--- src/rtl/instr_sequencer.sv ---
// Instruction sequencer: a circular FIFO of 16-bit instruction words feeding
// a downstream processor one word at a time through a Run/Done handshake.
module instr_sequencer #(
    parameter int DEPTH = 8
) (
    input  logic        Clock,
    input  logic        Resetn,
    input  logic        Load,
    input  logic [15:0] LoadData,
    input  logic        Start,
    input  logic        Halt,
    input  logic        Done,
    output logic [15:0] Instruction,
    output logic        Run,
    output logic        Busy,
    output logic        Full,
    output logic        Empty,
    output logic [4:0]  Count,
    output logic [7:0]  Issued,
    output logic [1:0]  DbgState
);

    localparam int AW = (DEPTH > 1) ? $clog2(DEPTH) : 1;

    typedef enum logic [1:0] {
        IDLE  = 2'd0,
        ISSUE = 2'd1,
        WAIT  = 2'd2
    } state_e;

    // Handshake: Run is a one-cycle issue strobe with Instruction stable from
    // that cycle until the next issue; Done is only honoured while in WAIT.
    state_e         state_q;
    logic           run_q;
    logic [15:0]    instr_q;
    logic [7:0]     issued_q;
    logic [4:0]     count_q, count_d;
    logic [AW-1:0]  wr_ptr_q, wr_ptr_d;
    logic [AW-1:0]  rd_ptr_q, rd_ptr_d;
    logic [15:0]    mem_q [DEPTH];

    logic full, empty, push, pop;

    always_comb begin
        full     = (count_q == 5'(DEPTH));
        empty    = (count_q == 5'd0);
        // Full is judged on the registered count, so a slot freed by a
        // same-cycle pop cannot be claimed by a Load in that cycle.
        push     = Load & ~full;
        pop      = ((state_q == IDLE) & Start & ~empty) |
                   ((state_q == WAIT) & Done & ~Halt & ~empty);
        count_d  = count_q + 5'(push) - 5'(pop);
        wr_ptr_d = push ? wr_ptr_q + 1'b1 : wr_ptr_q;
        rd_ptr_d = pop  ? rd_ptr_q + 1'b1 : rd_ptr_q;
    end

    always_ff @(posedge Clock) begin
        if (push) begin
            mem_q[wr_ptr_q] <= LoadData;
        end
    end

    always_ff @(posedge Clock or negedge Resetn) begin
        if (!Resetn) begin
            state_q  <= IDLE;
            run_q    <= 1'b0;
            instr_q  <= 16'h0000;
            issued_q <= 8'd0;
            count_q  <= 5'd0;
            wr_ptr_q <= '0;
            rd_ptr_q <= '0;
        end else begin
            count_q  <= count_d;
            wr_ptr_q <= wr_ptr_d;
            rd_ptr_q <= rd_ptr_d;
            run_q    <= 1'b0;
            if (pop) begin
                instr_q <= mem_q[rd_ptr_q];
            end
            case (state_q)
                IDLE: begin
                    if (pop) begin
                        state_q <= ISSUE;
                        run_q   <= 1'b1;
                    end
                end
                ISSUE: begin
                    state_q <= WAIT;
                end
                WAIT: begin
                    if (Done) begin
                        issued_q <= issued_q + 8'd1;
                        if (pop) begin
                            state_q <= ISSUE;
                            run_q   <= 1'b1;
                        end else begin
                            state_q <= IDLE;
                        end
                    end
                end
                default: begin
                    state_q <= IDLE;
                end
            endcase
        end
    end

    assign Instruction = instr_q;
    assign Run         = run_q;
    assign Busy        = (state_q != IDLE);
    assign Full        = full;
    assign Empty       = empty;
    assign Count       = count_q;
    assign Issued      = issued_q;
    assign DbgState    = state_q;

endmodule

--- config.mk ---
export PLATFORM = sky130hd
export DESIGN_NAME = instr_sequencer
export DESIGN_NICKNAME = d
export VERILOG_FILES = /design/src/rtl/instr_sequencer.sv
export SDC_FILE = /design/constraint.sdc
export NUM_CORES = 1
export LEC_CHECK = 0
export ABC_AREA = 0
export ABC_CLOCK_PERIOD_IN_PS = 3000
export CORE_MARGIN = 2
export CORE_UTILIZATION = 52
export DETAILED_ROUTE_END_ITERATION = 10
export PLACE_DENSITY = 0.77
export SLEW_MARGIN = 30
export SYNTH_ARGS = -nofsm -noshare
export SYNTH_HDL_FRONTEND = slang
export SYNTH_SLANG_ARGS = --single-unit
--- constraint.sdc ---
create_clock -name Clock -period 3 [get_ports Clock]
set_input_delay 0.75 -clock Clock [delete_from_list [all_inputs] [get_ports Clock]]
set_output_delay 0.75 -clock Clock [all_outputs]
set_load 0.02 [all_outputs]
==> summary.md <==
| Metric | Value |
|---|---|
| Status | `complete, no violations` |
| Post-cts sizing count | `0` |
| Cell area after synthesis | `6593 um2` |
| Area contributors post-synth | `edfxtp_1 58%, dfrtp_1 14%, mux4_1 6.8%, mux4_2 5.1%, mux2i_1 2.4%` |
| 1st-iter DRT viols | `212` |
| Synth Register Bits | `approximately 170` |
| Crit path arrival time | `1940 ps` |
| Max rail drop VDD | `0.5377 mV` |
| Slew Limit Fails | `0` |
| Min-delay worst type | `in -> async` |
| Area share of the largest cell type after synthesis | `0.5830` |
| Die area | `approximately 14000 um2` |
| Ys async rst share | `0.2289` |
| Nets@finish | `448` |
| Gpl congestion | `about 0.74` |
| Reg2reg path depth | `14` |
| DRC violations left | `0` |
| Sequential fraction of the synthesis area | `0.7273` |
| Vias in the first global route | `around 3300` |
| Setup slack, reg-to-reg | `460 ps` |
| Bufs and invs on worst path | `2` |
| Reg2reg end | `Count[4]` |
| Delay-heaviest family, CP | `buffers and inverters` |
| Worst-Skew Late Latency | `between 400 and 500 ps` |
| Dpl cell area | `7402 um2` |
| Top FF cell, synth | `edfxtp_1` |
| Synth unique cells | `39` |
| Core Region | `12520 um2` |
| Critical path class | `reg -> out` |
| Slew HR | `0.6382` |
| Synth warn | `0` |
| H-tree depth | `4` |
| Worst-Margin Slew | `542.7 ps` |
| I/O Pins | `57` |
| Root buffer cell | `clkbuf_16` |
| CP required | `2250 ps` |
| Site Rows | `41` |
| Crit-path cells | `inv_1, ha_1, nor4b_4, clkdlybuf4s50_1` |
| Via-per-instance ratio | `between 5 and 6` |
| Crit path depth | `4` |
| Die width | `116.6 um` |
| Hold slack | `305.8 ps` |
| Most common cell after layout, fill and taps aside | `edfxtp_1` |
| GRT overflow | `0` |
| Pre-antenna DRT Iters | `4` |
| Max cap viols | `0` |
| Register Area | `roughly 4800 um2` |
| Area of the multi-input gates | `1665 um2` |
| CTS Sinks | `roughly 170` |
| Worst path slowest cell | `clkdlybuf4s50_1` |
| Hpwl dp | `6755 um` |
| Max Buffers Root-to-Sink | `2` |
| Post-CTS setup buffer count | `0` |
| Vias | `~3200` |
| Unrepaired setup endpoints after global routing | `no` |
| Ant. Diodes | `0` |
| DRT antenna net count | `0` |
| Largest net degree at the start of global routing | `39` |
| CP startpoint kind | `flop` |
| I/O Buffers | `56` |
| Syn-to-layout area delta | `21.64%` |
| CTS tree | `yes` |
| Setup crit end | `Empty` |
| Cell taking the most area after synthesis | `edfxtp_1` |
| Max incr delay on CP | `640 ps` |
| Layout cells sized above 1 | `0.1706` |
| Post-Syn Instances | `339` |
| Cts hold-fix bufs | `0` |
| Leak Pwr | `2.922 nW` |
| Total GRT Usage | `0.1903` |
| Routed WL | `11490 um` |
| Die Span Y | `116.6 um` |
| Max frequency | `between 0.3 and 0.4 GHz` |
| CTS Buf Count | `17` |
| Tmin final | `2690 ps` |
| R2r startpoint | `Count[2]` |
| Initial Util | `0.5267` |
| Initial antenna violation count | `0` |
| Wire per inst | `19.14 um` |
| Most frequent cells in the layout | `128 x edfxtp_1, 55 x clkdlybuf4s50_1, 37 x dfrtp_1, 24 x nand2_1` |
| Post-synth EDFFs | `128` |
| Worst Path Max Fanout | `3` |
| Worst setup path startpoint | `Count[2]` |
| Final instance area | `8019 um2` |
| Synthesized area per cell | `19.45 um2` |
| Setup Viol. Count Final | `0` |
| Setup crit end kind | `output pin` |
| Final Hold Viols | `0` |
| Clk_skew | `around 4.4 ps` |
| Layout fillers | `888` |
| Syn Nets | `roughly 370` |
| Post-route clock period utilization | `0.8968` |
| Clock Pin Slew Worst Setup and Hold Paths | `60 ps` |
| First-pass GRT wire length | `approximately 18000 um` |
| Power density over the cells | `1011 nW/um2` |
==> area by class of cell <==
class,count,area share
inverters,12,0.005617
flip-flops and latches,166,0.5981
well taps,172,0.02684
clock inverters,12,0.02216
repair buffers,71,0.08519
multi-input cells,147,0.2077
clock buffers,20,0.05445
==> flip-flops by register name, summed over array words and instances (netlist names) <==
signal,cells
mem_q,128
Instruction,16
Issued,8
Count,5
rd_ptr_q,3
wr_ptr_q,3
DbgState,2
Run,1
==> Yosys cell counts, drive strengths merged, types with 2 or more instances <==
cell type,count
edfxtp,128
dfrtp,38
nand4,2
o21bai,2
nand2b,2
xor2,5
ha,10
buf,13
nand2,24
o21ai,16
mux2,3
nand3,2
xnor2,10
mux2i,16
nor2,4
mux4,32
nor3,5
inv,12
a21oi,2
==> stage by stage <==
| stage | power [mW] | worst slack, ps | utilization | std cells | setup TNS [ps] |
|---|---|---|---|---|---|
| after global routing | 8.526 | 196.0 | 0.6406 | 600 | 0 |
| after floorplan | 5.079 | 99.24 | - | 339 | 0 |
| final | 8.106 | 309.7 | 0.6406 | 600 | 0 |
| after global placement | 5.844 | 27.99 | 0.5914 | 568 | 0 |
| after detailed placement | 5.961 | -78.71 | 0.5914 | 568 | -78.71 |
| after CTS | 8.206 | 285.6 | 0.6404 | 600 | 0 |
==> kinds of logic (layout without fill, tap and decap cells) <==
| group | Yosys count | after routing | share of synthesized area |
|---|---|---|---|
| AOI/OAI and AO/OA | 22 | 22 | 0.01879 |
| xor gates and xnor gates | 15 | 15 | 0.01993 |
| adders and majority gates | 11 | 11 | 0.02202 |
| buffers and inverters | 26 | 115 | 0.02676 |
| DFF | 166 | 166 | 0.7273 |
| muxes | 51 | 51 | 0.1484 |
| and+or+nand+nor | 48 | 48 | 0.03682 |
==> how the worst min path moves through the flow <==
stage,from,end,slack (ps),depth (start not counted)
finish,Resetn,Count[2],310,1
global route,Resetn,Instruction[12],340,1
CTS,Issued[7],Issued[7],470,1
detailed placement,Issued[7],Issued[7],460,1
global placement,Issued[7],Issued[7],470,1
floorplan,Resetn,Count[0],450,0
==> routing by layer <==
layer  vias up  part of all wire  track usage
met1      1643              0.42       0.2402
li1       1481                 -            -
met2        84              0.51       0.3182
met4         0             0.015      0.07216
met3        11             0.055      0.05293
met5         -                 0            0
==> report_power, final <==
part / switching [mW] / internal (mW)
Sequential: 0.365 / 2.99
Clock: 0.843 / 1.39
Combinational: 1.25 / 1.26
Total: 2.46 / 5.65
Note: power is estimated with default switching activity, not from simulation.
